**config.mk**
```make
export PLATFORM = sky130hd
export DESIGN_NAME = mem_access_ctrl
export DESIGN_NICKNAME = d
export VERILOG_FILES = /design/src/rtl/mem_access_ctrl_pkg.sv /design/src/rtl/mem_access_ctrl_load_align.sv /design/src/rtl/mem_access_ctrl.sv
export SDC_FILE = /design/constraint.sdc
export NUM_CORES = 1
export LEC_CHECK = 0
export ABC_AREA = 1
export ABC_CLOCK_PERIOD_IN_PS = 1900
export CORE_AREA = 2 2 130 132
export DETAILED_ROUTE_END_ITERATION = 6
export DIE_AREA = 0 0 132 134
export PLACE_DENSITY_LB_ADDON = 0.12
export SLEW_MARGIN = 20
export SYNTH_ARGS = -nofsm -noshare
export SYNTH_HDL_FRONTEND = slang
export SYNTH_SLANG_ARGS = --single-unit
```
**constraint.sdc**
```tcl
create_clock -name iClk -period 1.9 [get_ports iClk]
set_input_delay 0.38 -clock iClk [delete_from_list [all_inputs] [get_ports iClk]]
set_output_delay 0.38 -clock iClk [all_outputs]
set_load 0.05 [all_outputs]
```
**src/rtl/mem_access_ctrl_pkg.sv**
```systemverilog
// Shared types and decode helpers for the load/store memory access controller.
package mem_access_ctrl_pkg;

   localparam int unsigned XLEN_DEF  = 32;
   localparam int unsigned REG_W_DEF = 5;
   localparam int unsigned BE_W      = 4;

   typedef enum logic [2:0] {
      eMsIdle,
      eMsReq,
      eMsWaitRsp,
      eMsWb,
      eMsExc
   } tMemState;

   localparam logic [2:0] eF3Byte  = 3'b000;
   localparam logic [2:0] eF3Half  = 3'b001;
   localparam logic [2:0] eF3Word  = 3'b010;
   localparam logic [2:0] eF3ByteU = 3'b100;
   localparam logic [2:0] eF3HalfU = 3'b101;

   typedef enum logic [1:0] {
      eExcNone     = 2'b00,
      eExcMisalign = 2'b01,
      eExcIllegal  = 2'b10
   } tMemExcCause;

   // Stores only support signed widths; unsigned encodings are load-only.
   function automatic logic f3_legal(input logic is_store, input logic [2:0] f3);
      case (f3)
         eF3Byte, eF3Half, eF3Word: return 1'b1;
         eF3ByteU, eF3HalfU:        return !is_store;
         default:                   return 1'b0;
      endcase
   endfunction

   function automatic logic f3_misaligned(input logic [2:0] f3, input logic [1:0] a);
      case (f3[1:0])
         2'b01:   return a[0];
         2'b10:   return (a != 2'b00);
         default: return 1'b0;
      endcase
   endfunction

   function automatic logic [BE_W-1:0] gen_be(input logic [2:0] f3, input logic [1:0] a);
      case (f3[1:0])
         2'b00:   return BE_W'(4'b0001 << a);
         2'b01:   return BE_W'(4'b0011 << a);
         default: return 4'b1111;
      endcase
   endfunction

endpackage

```
**src/rtl/mem_access_ctrl_load_align.sv**
```systemverilog
// Selects the addressed byte/half of a read word and sign/zero-extends it.
module load_align
   import mem_access_ctrl_pkg::*;
#(
   parameter int unsigned XLEN = XLEN_DEF
) (
   input  logic [2:0]      i_funct3,
   input  logic [1:0]      i_addr_lo,
   input  logic [XLEN-1:0] i_rdata,
   output logic [XLEN-1:0] o_data_c
);

   logic [7:0]  w_byte;
   logic [15:0] w_half;

   always_comb begin
      w_byte   = i_rdata[{i_addr_lo, 3'b000} +: 8];
      w_half   = i_addr_lo[1] ? i_rdata[31:16] : i_rdata[15:0];
      o_data_c = i_rdata;
      case (i_funct3)
         eF3Byte:  o_data_c = {{(XLEN-8){w_byte[7]}}, w_byte};
         eF3ByteU: o_data_c = {{(XLEN-8){1'b0}}, w_byte};
         eF3Half:  o_data_c = {{(XLEN-16){w_half[15]}}, w_half};
         eF3HalfU: o_data_c = {{(XLEN-16){1'b0}}, w_half};
         default:  o_data_c = i_rdata;
      endcase
   end

endmodule

```
**src/rtl/mem_access_ctrl.sv**
```systemverilog
// Execute-stage load/store sequencer: drives the data-memory handshake,
// formats store lanes, aligns load data and reports access exceptions.
module mem_access_ctrl
   import mem_access_ctrl_pkg::*;
#(
   parameter int unsigned XLEN  = XLEN_DEF,
   parameter int unsigned REG_W = REG_W_DEF
) (
   input  logic              iClk,
   input  logic              iRst,
   input  logic              iReqValid,
   output logic              oReqReady,
   input  logic              iIsStore,
   input  logic [2:0]        iFunct3,
   input  logic [XLEN-1:0]   iAddr,
   input  logic [XLEN-1:0]   iStoreData,
   input  logic [REG_W-1:0]  iRd,
   input  logic              iFlush,
   output logic              oMemReqValid,
   input  logic              iMemReqReady,
   output logic [XLEN-1:0]   oMemAddr,
   output logic              oMemWe,
   output logic [BE_W-1:0]   oMemBe,
   output logic [XLEN-1:0]   oMemWdata,
   input  logic              iMemRspValid,
   input  logic [XLEN-1:0]   iMemRdata,
   output logic              oWbValid,
   output logic [REG_W-1:0]  oWbRd,
   output logic [XLEN-1:0]   oWbData,
   output logic              oStall,
   output logic              oExc,
   output logic [1:0]        oExcCause,
   output logic [XLEN-1:0]   oExcAddr
);

   tMemState          r_state, w_state_nxt;
   logic              r_is_store, w_is_store_nxt;
   logic [2:0]        r_funct3, w_funct3_nxt;
   logic [1:0]        r_alo, w_alo_nxt;
   logic [REG_W-1:0]  r_rd, w_rd_nxt;
   logic              r_discard, w_discard_nxt;

   logic              r_mem_req_valid, w_mem_req_valid_nxt;
   logic [XLEN-1:0]   r_mem_addr, w_mem_addr_nxt;
   logic              r_mem_we, w_mem_we_nxt;
   logic [BE_W-1:0]   r_mem_be, w_mem_be_nxt;
   logic [XLEN-1:0]   r_mem_wdata, w_mem_wdata_nxt;
   logic              r_wb_valid, w_wb_valid_nxt;
   logic [REG_W-1:0]  r_wb_rd, w_wb_rd_nxt;
   logic [XLEN-1:0]   r_wb_data, w_wb_data_nxt;
   logic              r_exc, w_exc_nxt;
   tMemExcCause       r_exc_cause, w_exc_cause_nxt;
   logic [XLEN-1:0]   r_exc_addr, w_exc_addr_nxt;

   logic [XLEN-1:0]   w_wdata_fmt;
   logic [XLEN-1:0]   w_ld_data;

   load_align #(.XLEN(XLEN)) u_load_align (
      .i_funct3  (r_funct3),
      .i_addr_lo (r_alo),
      .i_rdata   (iMemRdata),
      .o_data_c  (w_ld_data)
   );

   // Store data replicated across every lane the byte enables could select.
   always_comb begin
      w_wdata_fmt = iStoreData;
      case (iFunct3[1:0])
         2'b00:   w_wdata_fmt = XLEN'({4{iStoreData[7:0]}});
         2'b01:   w_wdata_fmt = XLEN'({2{iStoreData[15:0]}});
         default: w_wdata_fmt = iStoreData;
      endcase
   end

   always_comb begin
      w_state_nxt         = r_state;
      w_is_store_nxt      = r_is_store;
      w_funct3_nxt        = r_funct3;
      w_alo_nxt           = r_alo;
      w_rd_nxt            = r_rd;
      w_discard_nxt       = r_discard;
      w_mem_req_valid_nxt = r_mem_req_valid;
      w_mem_addr_nxt      = r_mem_addr;
      w_mem_we_nxt        = r_mem_we;
      w_mem_be_nxt        = r_mem_be;
      w_mem_wdata_nxt     = r_mem_wdata;
      w_wb_valid_nxt      = 1'b0;
      w_wb_rd_nxt         = r_wb_rd;
      w_wb_data_nxt       = r_wb_data;
      w_exc_nxt           = 1'b0;
      w_exc_cause_nxt     = r_exc_cause;
      w_exc_addr_nxt      = r_exc_addr;

      case (r_state)
         eMsIdle: begin
            if (iReqValid && !iFlush) begin
               w_is_store_nxt = iIsStore;
               w_funct3_nxt   = iFunct3;
               w_alo_nxt      = iAddr[1:0];
               w_rd_nxt       = iRd;
               w_discard_nxt  = 1'b0;
               if (!f3_legal(iIsStore, iFunct3)) begin
                  w_state_nxt     = eMsExc;
                  w_exc_nxt       = 1'b1;
                  w_exc_cause_nxt = eExcIllegal;
                  w_exc_addr_nxt  = iAddr;
               end else if (f3_misaligned(iFunct3, iAddr[1:0])) begin
                  w_state_nxt     = eMsExc;
                  w_exc_nxt       = 1'b1;
                  w_exc_cause_nxt = eExcMisalign;
                  w_exc_addr_nxt  = iAddr;
               end else begin
                  w_state_nxt         = eMsReq;
                  w_mem_req_valid_nxt = 1'b1;
                  w_mem_addr_nxt      = {iAddr[XLEN-1:2], 2'b00};
                  w_mem_we_nxt        = iIsStore;
                  w_mem_be_nxt        = gen_be(iFunct3, iAddr[1:0]);
                  w_mem_wdata_nxt     = w_wdata_fmt;
               end
            end
         end
         // A completed handshake commits the access even if a flush arrives with it.
         eMsReq: begin
            if (iMemReqReady) begin
               w_state_nxt         = eMsWaitRsp;
               w_mem_req_valid_nxt = 1'b0;
               w_discard_nxt       = iFlush;
            end else if (iFlush) begin
               w_state_nxt         = eMsIdle;
               w_mem_req_valid_nxt = 1'b0;
            end
         end
         eMsWaitRsp: begin
            if (iMemRspValid) begin
               if (r_is_store || r_discard || iFlush) begin
                  w_state_nxt = eMsIdle;
               end else begin
                  w_state_nxt    = eMsWb;
                  w_wb_valid_nxt = (r_rd != '0);
                  w_wb_rd_nxt    = r_rd;
                  w_wb_data_nxt  = w_ld_data;
               end
            end else if (iFlush) begin
               w_discard_nxt = 1'b1;
            end
         end
         eMsWb:   w_state_nxt = eMsIdle;
         eMsExc:  w_state_nxt = eMsIdle;
         default: w_state_nxt = eMsIdle;
      endcase
   end

   always_ff @(posedge iClk or negedge iRst) begin
      if (!iRst) begin
         r_state         <= eMsIdle;
         r_is_store      <= 1'b0;
         r_funct3        <= '0;
         r_alo           <= '0;
         r_rd            <= '0;
         r_discard       <= 1'b0;
         r_mem_req_valid <= 1'b0;
         r_mem_addr      <= '0;
         r_mem_we        <= 1'b0;
         r_mem_be        <= '0;
         r_mem_wdata     <= '0;
         r_wb_valid      <= 1'b0;
         r_wb_rd         <= '0;
         r_wb_data       <= '0;
         r_exc           <= 1'b0;
         r_exc_cause     <= eExcNone;
         r_exc_addr      <= '0;
      end else begin
         r_state         <= w_state_nxt;
         r_is_store      <= w_is_store_nxt;
         r_funct3        <= w_funct3_nxt;
         r_alo           <= w_alo_nxt;
         r_rd            <= w_rd_nxt;
         r_discard       <= w_discard_nxt;
         r_mem_req_valid <= w_mem_req_valid_nxt;
         r_mem_addr      <= w_mem_addr_nxt;
         r_mem_we        <= w_mem_we_nxt;
         r_mem_be        <= w_mem_be_nxt;
         r_mem_wdata     <= w_mem_wdata_nxt;
         r_wb_valid      <= w_wb_valid_nxt;
         r_wb_rd         <= w_wb_rd_nxt;
         r_wb_data       <= w_wb_data_nxt;
         r_exc           <= w_exc_nxt;
         r_exc_cause     <= w_exc_cause_nxt;
         r_exc_addr      <= w_exc_addr_nxt;
      end
   end

   assign oReqReady    = (r_state == eMsIdle);
   assign oStall       = (r_state != eMsIdle);
   assign oMemReqValid = r_mem_req_valid;
   assign oMemAddr     = r_mem_addr;
   assign oMemWe       = r_mem_we;
   assign oMemBe       = r_mem_be;
   assign oMemWdata    = r_mem_wdata;
   assign oWbValid     = r_wb_valid;
   assign oWbRd        = r_wb_rd;
   assign oWbData      = r_wb_data;
   assign oExc         = r_exc;
   assign oExcCause    = r_exc_cause;
   assign oExcAddr     = r_exc_addr;

endmodule
```
==> metrics.csv <==
stage,metric,value,unit
placed_design,Post-DP HPWL,15.48,mm
cells_and_area,multi-input logic area,2874,µm²
sta,Worst Skew,0.008112,ns
cells_and_area,Reg area,3904,µm²
sta,fmax,0.5723,GHz
power_and_ir_drop,P_leak,0.005926,µW
sta,final worst-path cycle share,0.9197,
cells_and_area,nets@finish,1338,
floorplan,Core ar.,16290,µm²
synthesis,Ys Warns,0,
detailed_routing,Routed WL,21.09,mm
setup_path,kind of critical path,input pin to register,
cts,CTS H-tree lvls,4,
power_and_ir_drop,P per Cell Area,1947,nW/µm²
cells_and_area,share of cells above drive strength 1,0.1431,
grt,largest net degree at the start of global routing,58,
sta,Slew HR,0.6532,
cts,"CTS clk-pin slew, worst paths",0.06,ns
detailed_routing,initial DRC count,423,
grt,Overall Global Routing Usage,0.2464,
cts,Root Buffer,clkbuf_16,
grt,vias in the first global route,6825,
grt,GRT overflow,0,
floorplan,Die Y,134,µm
sta,Slew Limit Fails,0,
synthesis,"Seq/Total Area, Yosys",0.5300,
detailed_routing,drt pass-1 iters,4,
cts,Setup Buffers After CTS,0,
synthesis,area share of the largest cell type after synthesis,0.5300,
detailed_routing,DRC,0,
setup_path,Startpoint Class,input pin,
synthesis,"area leader, netlist",dfrtp_1,
setup_path,Crit. End Element,register,
floorplan,Row Count,47,
setup_path,Worst EP arrival,2.11,ns
job,MaxCap Viol Count,0,
setup_path,"Req. time, crit path",2.26,ns
synthesis,"flops & latches, synth",156,
placed_design,I/O Buffers,253,
grt,initial antenna violation count,0,
sta,Tightest Pin Transition,0.5223,ns
grt,first-pass GRT wire length,34.62,mm
synthesis,Unique masters post-synth,29,
synthesis,Syn Std Cell Area,7366,µm²
cells_and_area,filler instances,1486,
sta,"Hold Violations, Final",0,
cts,CTS tree,yes,
placed_design,placed instance area,10140,µm²
cts,CTS Buffer Depth,2,
sta,RSZ-0062 raised after global routing,no,
floorplan,Die X,132,µm
cts,clk_lat worst skew,0.42,ns
placed_design,Placement Setup Slack,-0.2812,ns
detailed_routing,Via-to-Cell Ratio,4.765,
min_path,min-delay worst type,register to register,
cts,total CTS buffers,17,
sta,worst setup margin,0.1526,ns
run_status,status,completed,
floorplan,die area,17690,µm²
setup_path,crit-path max FO,20,
synthesis,synthesized instance count,956,
sta,# setup viols final,0,
floorplan,Initial Utilization,0.4522,
synthesis,synth top area cells,"dfrtp_1 53%, nand2_1 24%, inv_1 3.4%",
placed_design,Placer Congestion,0.8554,
detailed_routing,ANT nets after route,0,
cells_and_area,finished layout cell area,10710,µm²
power_and_ir_drop,Worst VDD drop,1.140,mV
cells_and_area,Synth-to-Final Area Change,45.41,%
cells_and_area,diodes inserted,0,
cts,Sinks on Clock Net,156,
synthesis,Avg Inst Size Synth,7.705,µm²
sta,fin crit period,1.747,ns
detailed_routing,drt wl/cell,14.47,µm
floorplan,# IOs,256,
detailed_routing,vias,6942,
[cell type report]
type,instances,area share
tap,220,0.02570
timing repair buffer,296,0.2551
inverter,73,0.02558
sequential,156,0.3645
multi-input combinational,680,0.2683
clock inverter,12,0.01717
clock buffer,20,0.04357
[cells by family (layout without fill, tap and decap cells)]
kind of cell    count (synthesis)  after routing  share of synthesized area
compound gates                 89             89                    0.06098
fa+ha+maj                       3              3                   0.005097
buf+inv                       121            401                    0.08035
flops                         156            156                     0.5300
other cells                     1              2                  0.0005091
simple gates                  586            586                     0.3231
[synth_stat cells, drive strengths merged]
library cell and n:
ha 3, dfrtp 156, nor2 38, conb 1
or2 18, nand2 475, a21oi 30, nand3 34
a31oi 1, clkinv 1, buf 37, o211ai 1
nand3b 1, inv 72, nor3 19, clkbuf 11
nand4 1, o21ai 57
[report_power, final]
group	internal [µW]	total [µW]	switching (µW)
logic	3190	11300	8080
registers	4890	5840	950
clock network	2320	3740	1420
total	10400	20900	10500
[flip-flops by register name, summed over array words and instances (netlist names), 2 cells and up]
name and cells:
oExcCause 2, oMemWdata 32, r_rd 5, oMemAddr 30, oMemBe 4, oWbData 32
oExcAddr 32, r_state 3, r_funct3 3, r_alo 2, oWbRd 5
[per-stage QoR]
stage               hold slack, ns  cells  setup TNS (ns)  utilization  total power (µW)
finish                      0.4687   1457               0       0.6575             20850
detailed placement          0.3703   1424          -24.11       0.6227             17720
CTS                         0.4772   1457               0       0.6575             20990
floorplan                  0.08441    957               0            -             13620
global placement            0.3668   1424          -20.76       0.6227             17600
global route                0.4961   1457               0       0.6575             22000
[routing by layer]
metal  share of wire  global-route usage
met1            0.42              0.3110
met2            0.48              0.4016
met3           0.070             0.07218
met4           0.025             0.09722
met5               0                   0
[path summary, 6_finish.rpt]
check	end	depth (start not counted)	slack, ns	from
worst min register to register	oWbRd[3]	2	0.47	oWbRd[3]
worst min-delay path	oWbRd[3]	2	0.47	oWbRd[3]
min in group asynchronous	oWbData[4]	2	0.48	iRst
max in group asynchronous	oMemWdata[2]	3	0.79	iRst
worst max register to register	oWbData[25]	9	0.26	r_funct3[0]
worst max-delay path	oExcAddr[29]	13	0.15	iFunct3[0]
[layout by cell type (no fill, tap or decap), types with 11 or more instances in the layout]
cell,count
o21ai_0,45
clkbuf_16,17
buf_12,11
clkdlybuf4s50_1,109
o21ai_1,12
nand3_1,31
nor2_1,34
dlygate4sd2_1,75
nand2_1,470
or2_2,17
a21oi_1,30
nor3_1,19
dfrtp_1,156
inv_1,67
buf_4,99
[what timing repair did]
item	CTS	global route
endpoints found under the hold margin	43	0
hold buffers	1	0
gates resized for setup	75	0
endpoints found under the setup margin	75	0
[critical path: stages]
cell and delay [ns]:
clkdlybuf4s50_1 0.50, inv_1 0.07, ha_1 0.25, nor2_4 0.13, inv_2 0.04, nand2_1 0.06, nand2_2 0.09, nand2_2 0.07
nand2_2 0.08, inv_2 0.12, buf_12 0.16, nand2_1 0.08, nand2_1 0.07
(Power assumes the default switching activity.)
